===== src/rtl/pipelined_cla_adder.sv =====
// rtl/pipelined_cla_adder.sv - pipelined carry-lookahead adder/subtractor with valid/ready flow control
module pipelined_cla_adder #(
    parameter int WIDTH  = 48,
    parameter int GRP    = 4,
    parameter int NSTAGE = 3
) (
    input  logic             clk,
    input  logic             reset,
    input  logic             in_valid,
    output logic             in_ready,
    input  logic [WIDTH-1:0] a,
    input  logic [WIDTH-1:0] b,
    input  logic             cin,
    input  logic             op_sub,
    output logic             out_valid,
    input  logic             out_ready,
    output logic [WIDTH-1:0] sum,
    output logic             carry_out,
    output logic             overflow,
    output logic             zero
);

    localparam int NG  = WIDTH / GRP;
    localparam int GPS = NG / NSTAGE;
    localparam int SL  = GPS * GRP;

    logic advance;

    assign in_ready = out_ready || !out_valid;
    assign advance  = in_ready;

    // Resolves one stage slice: returns {slice carry-out, slice sum}.
    // Each group forms every internal carry as a sum of generate/propagate
    // products; groups chain carry-out into the next group's carry-in.
    function automatic logic [SL:0] cla_slice(
        input logic [SL-1:0] sa,
        input logic [SL-1:0] sb,
        input logic          sub,
        input logic          ci
    );
        logic [SL-1:0] bp, g, p;
        logic [SL:0]   cv;
        logic          c, cj, term;
        int            base;
        bp    = sub ? ~sb : sb;
        g     = sa & bp;
        p     = sa ^ bp;
        cv    = '0;
        cv[0] = ci;
        c     = ci;
        for (int grp = 0; grp < GPS; grp++) begin
            base = grp * GRP;
            for (int j = 0; j <= GRP; j++) begin
                cj = c;
                for (int i = 0; i < j; i++) cj = cj & p[base+i];
                for (int i = 0; i < j; i++) begin
                    term = g[base+i];
                    for (int m = i + 1; m < j; m++) term = term & p[base+m];
                    cj = cj | term;
                end
                cv[base+j] = cj;
            end
            c = cv[base+GRP];
        end
        return {cv[SL], p ^ cv[SL-1:0]};
    endfunction

    genvar k;
    generate
        // Intermediate stages keep resolved sum bits low and unresolved operand bits shifted down.
        for (k = 1; k < NSTAGE; k++) begin : g_pipe
            localparam int RW = WIDTH - (k - 1) * SL;
            logic [RW-1:0]    src_a, src_b;
            logic             src_valid, src_sub, src_c;
            logic [SL:0]      res;
            logic             valid_q, sub_q, c_q;
            logic [RW-SL-1:0] a_q, b_q;
            logic [k*SL-1:0]  sum_q;

            if (k == 1) begin : g_src
                assign src_a     = a;
                assign src_b     = b;
                assign src_valid = in_valid;
                assign src_sub   = op_sub;
                assign src_c     = op_sub | cin;
                always_ff @(posedge clk) begin
                    if (advance) sum_q <= res[SL-1:0];
                end
            end else begin : g_src
                assign src_a     = g_pipe[k-1].a_q;
                assign src_b     = g_pipe[k-1].b_q;
                assign src_valid = g_pipe[k-1].valid_q;
                assign src_sub   = g_pipe[k-1].sub_q;
                assign src_c     = g_pipe[k-1].c_q;
                always_ff @(posedge clk) begin
                    if (advance) sum_q <= {res[SL-1:0], g_pipe[k-1].sum_q};
                end
            end

            assign res = cla_slice(src_a[SL-1:0], src_b[SL-1:0], src_sub, src_c);

            always_ff @(posedge clk) begin
                if (reset) begin
                    valid_q <= 1'b0;
                end else if (advance) begin
                    valid_q <= src_valid;
                end
            end

            always_ff @(posedge clk) begin
                if (advance) begin
                    a_q   <= src_a[RW-1:SL];
                    b_q   <= src_b[RW-1:SL];
                    sub_q <= src_sub;
                    c_q   <= res[SL];
                end
            end
        end
    endgenerate

    logic [SL-1:0]    f_a, f_b;
    logic             f_sub, f_c, f_valid, f_cmsb;
    logic [SL:0]      f_res;
    logic [WIDTH-1:0] f_sum;

    generate
        if (NSTAGE == 1) begin : g_last_src
            assign f_a     = a;
            assign f_b     = b;
            assign f_sub   = op_sub;
            assign f_c     = op_sub | cin;
            assign f_valid = in_valid;
            assign f_sum   = f_res[SL-1:0];
        end else begin : g_last_src
            assign f_a     = g_pipe[NSTAGE-1].a_q;
            assign f_b     = g_pipe[NSTAGE-1].b_q;
            assign f_sub   = g_pipe[NSTAGE-1].sub_q;
            assign f_c     = g_pipe[NSTAGE-1].c_q;
            assign f_valid = g_pipe[NSTAGE-1].valid_q;
            assign f_sum   = {f_res[SL-1:0], g_pipe[NSTAGE-1].sum_q};
        end
    endgenerate

    assign f_res = cla_slice(f_a, f_b, f_sub, f_c);
    // Carry into the MSB recovered from sum = a ^ b' ^ c at that bit.
    assign f_cmsb = f_sum[WIDTH-1] ^ f_a[SL-1] ^ (f_b[SL-1] ^ f_sub);

    always_ff @(posedge clk) begin
        if (reset) begin
            out_valid <= 1'b0;
            sum       <= '0;
            carry_out <= 1'b0;
            overflow  <= 1'b0;
            zero      <= 1'b0;
        end else if (advance) begin
            out_valid <= f_valid;
            if (f_valid) begin
                sum       <= f_sum;
                carry_out <= f_res[SL];
                overflow  <= f_cmsb ^ f_res[SL];
                zero      <= (f_sum == '0);
            end
        end
    end

endmodule

===== config.mk =====
export PLATFORM = sky130hd
export DESIGN_NAME = pipelined_cla_adder
export DESIGN_NICKNAME = d
export VERILOG_FILES = /design/src/rtl/pipelined_cla_adder.sv
export SDC_FILE = /design/constraint.sdc
export NUM_CORES = 1
export LEC_CHECK = 0
export CELL_PAD_IN_SITES_DETAIL_PLACEMENT = 0
export CELL_PAD_IN_SITES_GLOBAL_PLACEMENT = 1
export CORE_MARGIN = 2
export CORE_UTILIZATION = 45
export DETAILED_ROUTE_END_ITERATION = 10
export GPL_TIMING_DRIVEN = 0
export PLACE_DENSITY_LB_ADDON = 0.12
export SLEW_MARGIN = 20
export SYNTH_ARGS = -nofsm -noshare
export SYNTH_HDL_FRONTEND = slang
export SYNTH_SLANG_ARGS = --single-unit

===== constraint.sdc =====
create_clock -name clk -period 12.15 [get_ports clk]
set_clock_uncertainty 0.05 [all_clocks]
set_input_delay 1.8225 -clock clk [delete_from_list [all_inputs] [get_ports clk]]
set_output_delay 1.8225 -clock clk [all_outputs]
set_load 0.02 [all_outputs]

==> summary.txt <==
Post-Syn Area: 8760 sq um
H-tree depth: 1
switching part of the total: 0.250
CP required: 12.35 ns
max cap viols: 0
CTS Buf Count: 22
worst slew pin tran: 0.707 ns
GP Congestion: 0.772
Arr. time, crit path: 7.27 ns
clock slew at reported path FFs: 0.06 ns
Clk Latency, worst-skew pair: 0.51 ns
# DRC: 0
largest net degree at the start of global routing: 99
commonest non-fill, non-tap cell in the layout: clkdlybuf4s50_1
grt total ovfl: 0
worst path buffer plus inverter count: 3
cts hold-fix bufs: 0
most used cell, CP: o21a_1
average vias per placed instance: 4.81
initial antenna violation count: 0
top post-synthesis cells by area: edfxtp_1 (51%), dfxtp_1 (12%), ha_1 (8.6%)
Post-Syn Instances: 673
most frequent cells in the layout: clkdlybuf4s50_1 (153), edfxtp_1 (148), nand2_1 (80)
Layout area overhead: 29.7%
Synth area leader: edfxtp_1
Clock Path Buffers: 3
Startpoint Class: input pin
top cell type's share of synthesized area: 0.508
setup_tns: 0 ns
crit end category: flip-flop
core area: 19300 sq um
first-pass GRT wire length: 26700 um
Initial Utilization: 0.454
share of layout cells above drive strength 1: 0.0692
Final ANT Viol Nets: 0
setup bufs post-CTS: 0
Layout fillers: 1618
design area: 11400 sq um
Primary FF master, synth: edfxtp_1
RSZ-0062 raised after global routing: no
vias in the first global route: 5400
crit-path leading delay family: compound AO/OA/AOI/OAI gates
DP Area: 10700 sq um
Period minus WS final: 7.07 ns
endpoints failing setup: 0
register bit count reported by yosys: 202
hpwl dp: 12600 um
DRT iter0 DRCs: 244
synth warn: 0
Async S/R FF share, synth: 0
combinational share of power: 0.159
fmax: 0.141 GHz
sequential power share: 0.487
P_sw: 451 uW
NumNets Final: 1025
post-CTS sizing: 0
worst vdd ir: 91.1 uV
Die H: 143 um
CTS tree: done
Tcrit/Tclk final: 0.582
Top Ports: 155
internal power: 1360 uW
Post-synth EDFFs: 148
Crit Path Category: in -> reg
Tightest Hold Check Type: reg -> reg
via count: 5453
crit-path cells: clkdlybuf4s50_1, clkbuf_1, buf_2, xor2_1, ha_1, o21a_1, o21a_1, o21a_1, or2_2, ha_1, o21a_1, o21a_1, o21a_1, or2_2, ha_1, o21a_1, o21a_1, o21a_1, or2_2, ha_1, o21a_1, o21a_1, o21ai_0, nand2b_1
clock sink count: 202
Crit path largest cell delay: 0.51 ns
Synth Area per Inst: 13.0 sq um
Die Wd: 143 um
Avg WL per Cell: 15.6 um
smallest hold slack: 0.361 ns
GRT Total Usage: 0.167
crit path max-delay cell type: clkdlybuf4s50_1
Seq/Total Area, Yosys: 0.631
DR pass1 iterations: 4
max-slew violations: 0
Cell Pwr Density: 159 nW/um^2
Root Driver: clkbuf_16
R2R setup slack: 6.01 ns
Die ar.: 20600 sq um
relative slew slack: 0.528
leakage power: 0.00443 uW
critical-path maximum fanout: 10
Clk pwr share: 0.354
WL final: 17600 um
# port buffers: 153
outcome: completed
Final Hold Vio Count: 0
Netlist cell types: 38
FP Rows: 51
syn nets: 847
[final cells by class]
cell class                 instances  area (sq um)  area share
antenna                            1          2.50    0.000220
buffer                            24           116      0.0102
clock buffer                      30           611      0.0538
clock inverter                    10          92.6     0.00815
inverter                          39           146      0.0129
multi-input combinational        408          2980       0.262
sequential                       202          5530       0.486
tap                              265           332      0.0292
timing repair buffer             154          1560       0.137
[worst paths after layout]
path                                startpoint                            to  cells past startpoint
setup / recovery                        op_sub       g_pipe[1].c_q$_DFFE_PN_                     24
hold / removal    g_pipe[1].sum_q[2]$_DFFE_PN_  g_pipe[2].sum_q[2]$_DFFE_PN_                      0
setup reg to reg     g_pipe[1].sub_q$_DFFE_PN_                 f_c$_DFFE_PN_                     24
hold reg to reg   g_pipe[1].sum_q[2]$_DFFE_PN_  g_pipe[2].sum_q[2]$_DFFE_PN_                      0
[registers in the layout, indices dropped and copies added, names as in the netlist, 16 cells and up]
register	cells
f_a	16
f_b	16
g_pipe.a_q	32
g_pipe.b_q	32
g_pipe.sum_q	48
sum	48
[layer usage]
layer	GRT usage	wire, um	vias to the layer above
met5	0	0	-
met3	0.0450	1260	21
met2	0.284	8480	121
li1	-	-	2732
met4	0.0449	290	0
met1	0.211	7620	2579
[cells by family (layout without fill, tap and decap cells)]
logic type,count (synthesis),after routing,synth area share
flops,202,202,0.631
xor+xnor,64,64,0.0640
mux,1,1,0.00114
simple gates,172,172,0.0883
compound gates,99,99,0.0732
other cells,0,1,0
fa+ha+maj,72,72,0.113
buf+inv,63,257,0.0292
[power by group through the flow]
| stage | clock (uW) | combinational [uW] | sequential (uW) |
|---|---|---|---|
| after global placement | 0 | 281 | 892 |
| after floorplan | 0 | 170 | 893 |
| final | 640 | 287 | 880 |
| after global routing | 685 | 322 | 888 |
| after CTS | 660 | 291 | 880 |
| after detailed placement | 0 | 288 | 893 |
[worst reg2reg max path: stages (launching register included)]
cell and delay (ns):
edfxtp_1 0.35, clkbuf_1 0.55, buf_2 0.44, xor2_1 0.28
ha_1 0.28, ha_1 0.18, o21a_1 0.18, o21a_1 0.20
o21a_1 0.18, or2_2 0.29, ha_1 0.19, o21a_1 0.18
o21a_1 0.20, o21a_1 0.19, or2_2 0.29, ha_1 0.18
o21a_1 0.18, o21a_1 0.20, o21a_1 0.18, or2_2 0.29
ha_1 0.18, o21a_1 0.19, o21a_1 0.20, o21ai_0 0.15
nand2b_1 0.11
[synthesized netlist by cell type, types with 2 or more instances]
| cell type | n |
|---|---|
| o21ai_0 | 8 |
| ha_1 | 60 |
| buf_2 | 9 |
| nand2b_1 | 3 |
| a21oi_1 | 47 |
| clkbuf_1 | 10 |
| and2_1 | 5 |
| nand4_1 | 4 |
| nand2_1 | 80 |
| o211a_1 | 3 |
| buf_1 | 3 |
| o31a_1 | 3 |
| or3_1 | 4 |
| edfxtp_1 | 148 |
| nor4_1 | 12 |
| buf_4 | 2 |
| xnor2_1 | 11 |
| o21a_1 | 23 |
| nor3_1 | 15 |
| xor2_1 | 53 |
| nand3_1 | 2 |
| fa_1 | 12 |
| or2_2 | 10 |
| inv_1 | 39 |
| nor2_1 | 35 |
| a211oi_1 | 7 |
| dfxtp_1 | 54 |
[stage by stage]
| stage | cells | setup slack, ns | total power, uW | utilization |
|---|---|---|---|---|
| 3_3_place_gp | 1091 | 4.59 | 1170 | 0.551 |
| 6_report | 1133 | 5.08 | 1810 | 0.589 |
| 2_1_floorplan | 673 | 5.54 | 1060 | - |
| 4_1_cts | 1132 | 5.02 | 1830 | 0.589 |
| 3_5_place_dp | 1092 | 4.51 | 1180 | 0.553 |
| 5_1_grt | 1132 | 4.77 | 1890 | 0.589 |
Note: power is estimated with default switching activity, not from simulation.
